## src/rtl/pc_fetch_unit.sv

```systemverilog
// Instruction-fetch stage: PC register, imem req/ack handshake, IF/ID output register, redirect/flush.
// Optional redirect counter is enabled with `define PC_FETCH_PERF_EN.
module pc_fetch_unit #(
  parameter int                 ADDR_W   = 32,
  parameter int                 INSTR_W  = 32,
  parameter logic [ADDR_W-1:0]  RESET_PC = '0
) (
  input  logic               clk,
  input  logic               rst_n,
  input  logic               pc_src,
  input  logic [ADDR_W-1:0]  branch_target,
  input  logic               jump,
  input  logic [ADDR_W-1:0]  jump_target,
  input  logic               stall,
  output logic               imem_req,
  output logic [ADDR_W-1:0]  imem_addr,
  input  logic               imem_ack,
  input  logic [INSTR_W-1:0] imem_rdata,
  output logic               if_valid,
  output logic [INSTR_W-1:0] if_instr,
  output logic [ADDR_W-1:0]  if_pc,
  output logic [ADDR_W-1:0]  if_pc_plus4,
  output logic               flush,
  output logic [15:0]        redirect_count
);

  typedef enum logic [1:0] {BOOT, FETCH, HOLD, DRAIN} state_t;

  state_t             state;
  logic [ADDR_W-1:0]  pc;
  logic [ADDR_W-1:0]  pc_plus4;
  logic [ADDR_W-1:0]  drain_addr;
  logic [ADDR_W-1:0]  target;
  logic [ADDR_W-1:0]  hold_pc;
  logic [INSTR_W-1:0] hold_instr;
  logic               pending;
  logic               redir;
  logic               acc;

  assign redir    = jump | pc_src;
  assign target   = jump ? jump_target : branch_target;
  assign pc_plus4 = pc + ADDR_W'(4);
  assign acc      = imem_req & imem_ack;

  // A request left un-acked stays asserted whatever stall/redir do, so the handshake is never broken.
  // NOTE: every signal gets a default before the case so no latch is inferred.
  always_comb begin
    imem_req  = 1'b0;
    imem_addr = pc;
    case (state)
      FETCH:   imem_req = pending | (!stall & !redir);
      DRAIN: begin
        imem_req  = 1'b1;
        imem_addr = drain_addr;
      end
      default: ;
    endcase
  end

  // NOTE: all state is updated with non-blocking assignments so every read sees pre-edge values.
  always_ff @(posedge clk or negedge rst_n) begin
    if (!rst_n) begin
      state       <= BOOT;
      pc          <= RESET_PC;
      drain_addr  <= '0;
      hold_pc     <= '0;
      hold_instr  <= '0;
      pending     <= 1'b0;
      if_valid    <= 1'b0;
      if_instr    <= '0;
      if_pc       <= '0;
      if_pc_plus4 <= '0;
      flush       <= 1'b0;
    end else begin
      flush   <= redir;
      pending <= 1'b0;
      case (state)
        BOOT: begin
          if (redir) pc <= target;
          state <= FETCH;
        end
        FETCH: begin
          if (redir) begin
            pc       <= target;
            if_valid <= 1'b0;
            if (imem_req && !imem_ack) begin
              drain_addr <= pc;
              state      <= DRAIN;
            end
          end else if (acc && stall) begin
            hold_instr <= imem_rdata;
            hold_pc    <= pc;
            pc         <= pc_plus4;
            state      <= HOLD;
          end else if (acc) begin
            if_instr    <= imem_rdata;
            if_pc       <= pc;
            if_pc_plus4 <= pc_plus4;
            if_valid    <= 1'b1;
            pc          <= pc_plus4;
          end else begin
            pending <= imem_req;
            if (!stall) if_valid <= 1'b0;
          end
        end
        HOLD: begin
          if (redir) begin
            pc       <= target;
            if_valid <= 1'b0;
            state    <= FETCH;
          end else if (!stall) begin
            if_instr    <= hold_instr;
            if_pc       <= hold_pc;
            if_pc_plus4 <= hold_pc + ADDR_W'(4);
            if_valid    <= 1'b1;
            state       <= FETCH;
          end
        end
        DRAIN: begin
          // The stale response is dropped; only the ack matters here.
          if (redir) pc <= target;
          if (imem_ack) state <= FETCH;
        end
        default: state <= BOOT;
      endcase
    end
  end

`ifdef PC_FETCH_PERF_EN
  // Counts alongside flush, saturating so a long run never wraps back to a small value.
  always_ff @(posedge clk or negedge rst_n) begin
    if (!rst_n) begin
      redirect_count <= '0;
    end else if (redir && redirect_count != 16'hFFFF) begin
      redirect_count <= redirect_count + 16'd1;
    end
  end
`else
  assign redirect_count = '0;
`endif

endmodule

```

## config.mk

```make
export PLATFORM = sky130hd
export DESIGN_NAME = pc_fetch_unit
export DESIGN_NICKNAME = d
export VERILOG_FILES = /design/src/rtl/pc_fetch_unit.sv
export SDC_FILE = /design/constraint.sdc
export NUM_CORES = 1
export LEC_CHECK = 0
export BUFFER_PORTS_ARGS = -buffer_cell sky130_fd_sc_hd__buf_2
export CORE_ASPECT_RATIO = 0.75
export CORE_UTILIZATION = 50
export DETAILED_ROUTE_END_ITERATION = 12
export PLACE_DENSITY = 0.82
export SLEW_MARGIN = 40
export SYNTH_ARGS = -nofsm -noshare
export SYNTH_HDL_FRONTEND = slang
export SYNTH_SLANG_ARGS = --single-unit
export TNS_END_PERCENT = 20
```

## constraint.sdc

```tcl
create_clock -name clk -period 1.8 [get_ports clk]
set_clock_uncertainty 0.1 [all_clocks]
set_input_delay 0 -clock clk [delete_from_list [all_inputs] [get_ports clk]]
set_output_delay 0 -clock clk [all_outputs]
set_load 0.03 [all_outputs]
```

==> metrics <==
number of distinct library cells after synthesis between 60 and 70; layer with the highest usage met2; die extent in y 137 um; startpoint types flip-flop; TritonCTS clock tree done; worst-skew pair later-pin latency 0.53 ns; Layout fillers 1361; WHS 0.0453 ns; Area growth syn-to-layout 47.2%; DR vias between 10000 and 15000; CP Capture Type flip-flop; GR Util met3 approximately 8.7%; GRT met1 Usage 42.8%; Yosys Warn Count 0; area leader, netlist dfrtp_1; Tmin final 2.04 ns; met2 Use GR 52.8%; CP cell instances buf_6 -> buf_6 -> and3b_2 -> o21a_4 -> buf_6 -> clkbuf_16 -> nor2_1 -> a31oi_1; kind of critical path flip-flop to flip-flop; GRT Util Overall between 30% and 40%; Post-Synthesis Cells 1211; top cells by area, synth dfrtp_1, mux2_4, mux2_2, nand2_1, a31oi_1; most instantiated cells after synthesis dfrtp_1, nand2_1, nor2_1; initial antenna violation count 0; starting density of the core roughly half; I/O Pins approximately 250; number of remaining DRC errors 0; Critical Path Fanout Max 24; Crit-path slowest cell dfrtp_1; Diodes inserted 0; RSZ-0062 raised after global routing true; crit path DAT roughly 2.4 ns; die area 24800 sq um; run status complete, but fails checks; first-pass GRT wire length 62400 um; DIE WIDTH around 180 um; TritonCTS Buffers 24; Fin. Hold Viols 0; clock sink count approximately 230; critical path's most frequent cell buf_6; total gr overflow 0; share of cells above drive strength 1 roughly 42%; number of enable flip-flop cells after synthesis 0; Post-synth ARST share 100%; failing checks setup timing; static leakage between 8 and 9 nW; main flop type after synthesis dfrtp_1; Cell Rows 48; Req. time, crit path 2.13 ns; vias per cell between 6 and 7; root buf cell clkbuf_16; Final Wtd Congestion just over 0.9; CP peak stage delay about 0.4 ns; routed length per instance about 23 um; DR pass1 iterations 6; flops & latches, synth roughly 230; core area between 20000 and 25000 sq um; Placement Cell Area about 15000 sq um; syn avg cell area 10.0 sq um; Clock transition at path regs about 0.07 ns; Slew @ Worst Pin 0.521 ns; Max Cap Viol 0; r2r setup slk -0.24 ns; IO Port Bufs approximately 230; pwr dens approximately 1000 nW/um^2; count leader, synth dfrtp_1; wirelength, routed 45600 um; Min-Delay Path Depth 4; setup ws final -0.236 ns; Rel. slew slack about 65%; fin. max-slew vios 0; min-delay worst type input port to flip-flop; final setup fails about 230; largest net degree at the start of global routing 62; Seq/Total Area, Yosys between 40% and 50%; CTS max path bufs 3; f_max between 0.4 and 0.5 GHz; Post-Syn Area ~12000 sq um; top-area cell type share of the netlist area 46.9%; final cycle utilization of the critical path 113%; reg2reg path depth 8; antenna viol nets, final 0; fin nets about 1800; post-DP HPWL 25800 um; peak supply drop 0.689 mV; Initial DRC Count about 1100; Finished Cell Area ~18000 sq um; number of global-route vias before repair roughly 11000; htree depth 1
## area by class of cell
cell class / count / area, sq um / share of cell area [%]
clock buffers: 35 / 713 / 4.00
clock inverters: 7 / 46.3 / 0.260
inverters: 12 / 45.0 / 0.253
multi-input cells: 869 / 6590 / 37.0
flip-flops and latches: 227 / 5690 / 31.9
well taps: 300 / 375 / 2.11
repair buffers: 516 / 4370 / 24.5
## per-stage QoR
stage	power [mW]	setup TNS, ns	util [%]	cells	worst slack [ns]
2_1_floorplan	9.76	-0.167	-	1226	-0.0468
6_report	17.5	-20.54	76.3	1966	-0.236
4_1_cts	17.0	-9.83	72.4	1937	-0.163
3_3_place_gp	11.5	-2.66	62.3	1791	-0.186
5_1_grt	18.0	-30.99	76.3	1966	-0.288
3_5_place_dp	11.7	-4.01	62.3	1791	-0.184
## cells in the final DEF, fill, tap and decap left out, types with 8 or more instances in the layout
master / n
o22ai_1: 12
xnor2_1: 12
clkbuf_16: 34
a21oi_1: 25
xor2_1: 22
buf_2: 199
mux2i_1: 32
conb_1: 16
o211ai_1: 8
dlygate4sd3_1: 98
nor3_1: 12
nand2_1: 200
inv_1: 11
o21ai_1: 12
a2bb2oi_1: 8
nor2_2: 27
buf_12: 20
dfrtp_1: 223
o21ai_0: 29
nor2_1: 70
nand4_1: 18
a31oi_1: 67
buf_4: 125
mux2_2: 41
mux2_4: 92
buf_6: 56
nand3_1: 23
## final timing paths
kind	endpoint	from
worst max-delay path	if_pc[15]$_DFFE_PN0P_	state[1]$_DFFE_PN0P_
worst min-delay path	flush$_DFF_PN0_	pc_src
worst max register to register	if_pc[15]$_DFFE_PN0P_	state[1]$_DFFE_PN0P_
worst min register to register	if_pc_plus4[2]$_DFFE_PN0P_	if_pc_plus4[2]$_DFFE_PN0P_
max in group asynchronous	hold_pc[5]$_DFFE_PN0P_	rst_n
min in group asynchronous	if_instr[2]$_DFFE_PN0P_	rst_n
## timing repair
item,in CTS,in global routing
hold buffers,98,0
resized for setup,146,114
endpoints found under the hold margin,326,0
buffers inserted,3,16
cloned,3,13
endpoints found under the setup margin,130,237
pin swaps,7,29
## logic make-up after synthesis
group / share of synthesized area [%]
compound gates: 10.9
simple gates: 16.5
flops: 46.9
mux: 16.9
other cells: 0.0310
fa+ha+maj: 0.207
xor+xnor: 3.11
buf+inv: 5.40
## power by group
group          internal, mW  leakage [nW]  switching (mW)
clock                  2.75         0.367            2.16
combinational          2.40          5.39            3.36
sequential             6.05          2.79           0.748
## sequential cells by signal, summed over array words and instances, names as in the netlist
signal	count
if_instr	32
pending	1
if_valid	1
state	2
if_pc	32
pc	32
hold_instr	32
drain_addr	32
hold_pc	32
flush	1
if_pc_plus4	30
## per-layer routing
layer	wire, um	up-vias	share of wire, %
met4	1600	0	3.5
met3	5390	163	12
li1	-	5123	-
met2	20800	851	46
met1	17800	5804	39
met5	0	-	0
## critical path, delay by kind of cell (launching register included)
kind / cells / cell delay, ns
buffers and inverters: 4 / 0.59
AO/OA/AOI/OAI: 2 / 0.47
flip-flops: 1 / 0.40
AND/OR/NAND/NOR: 2 / 0.34
Note: power is estimated with default switching activity, not from simulation.
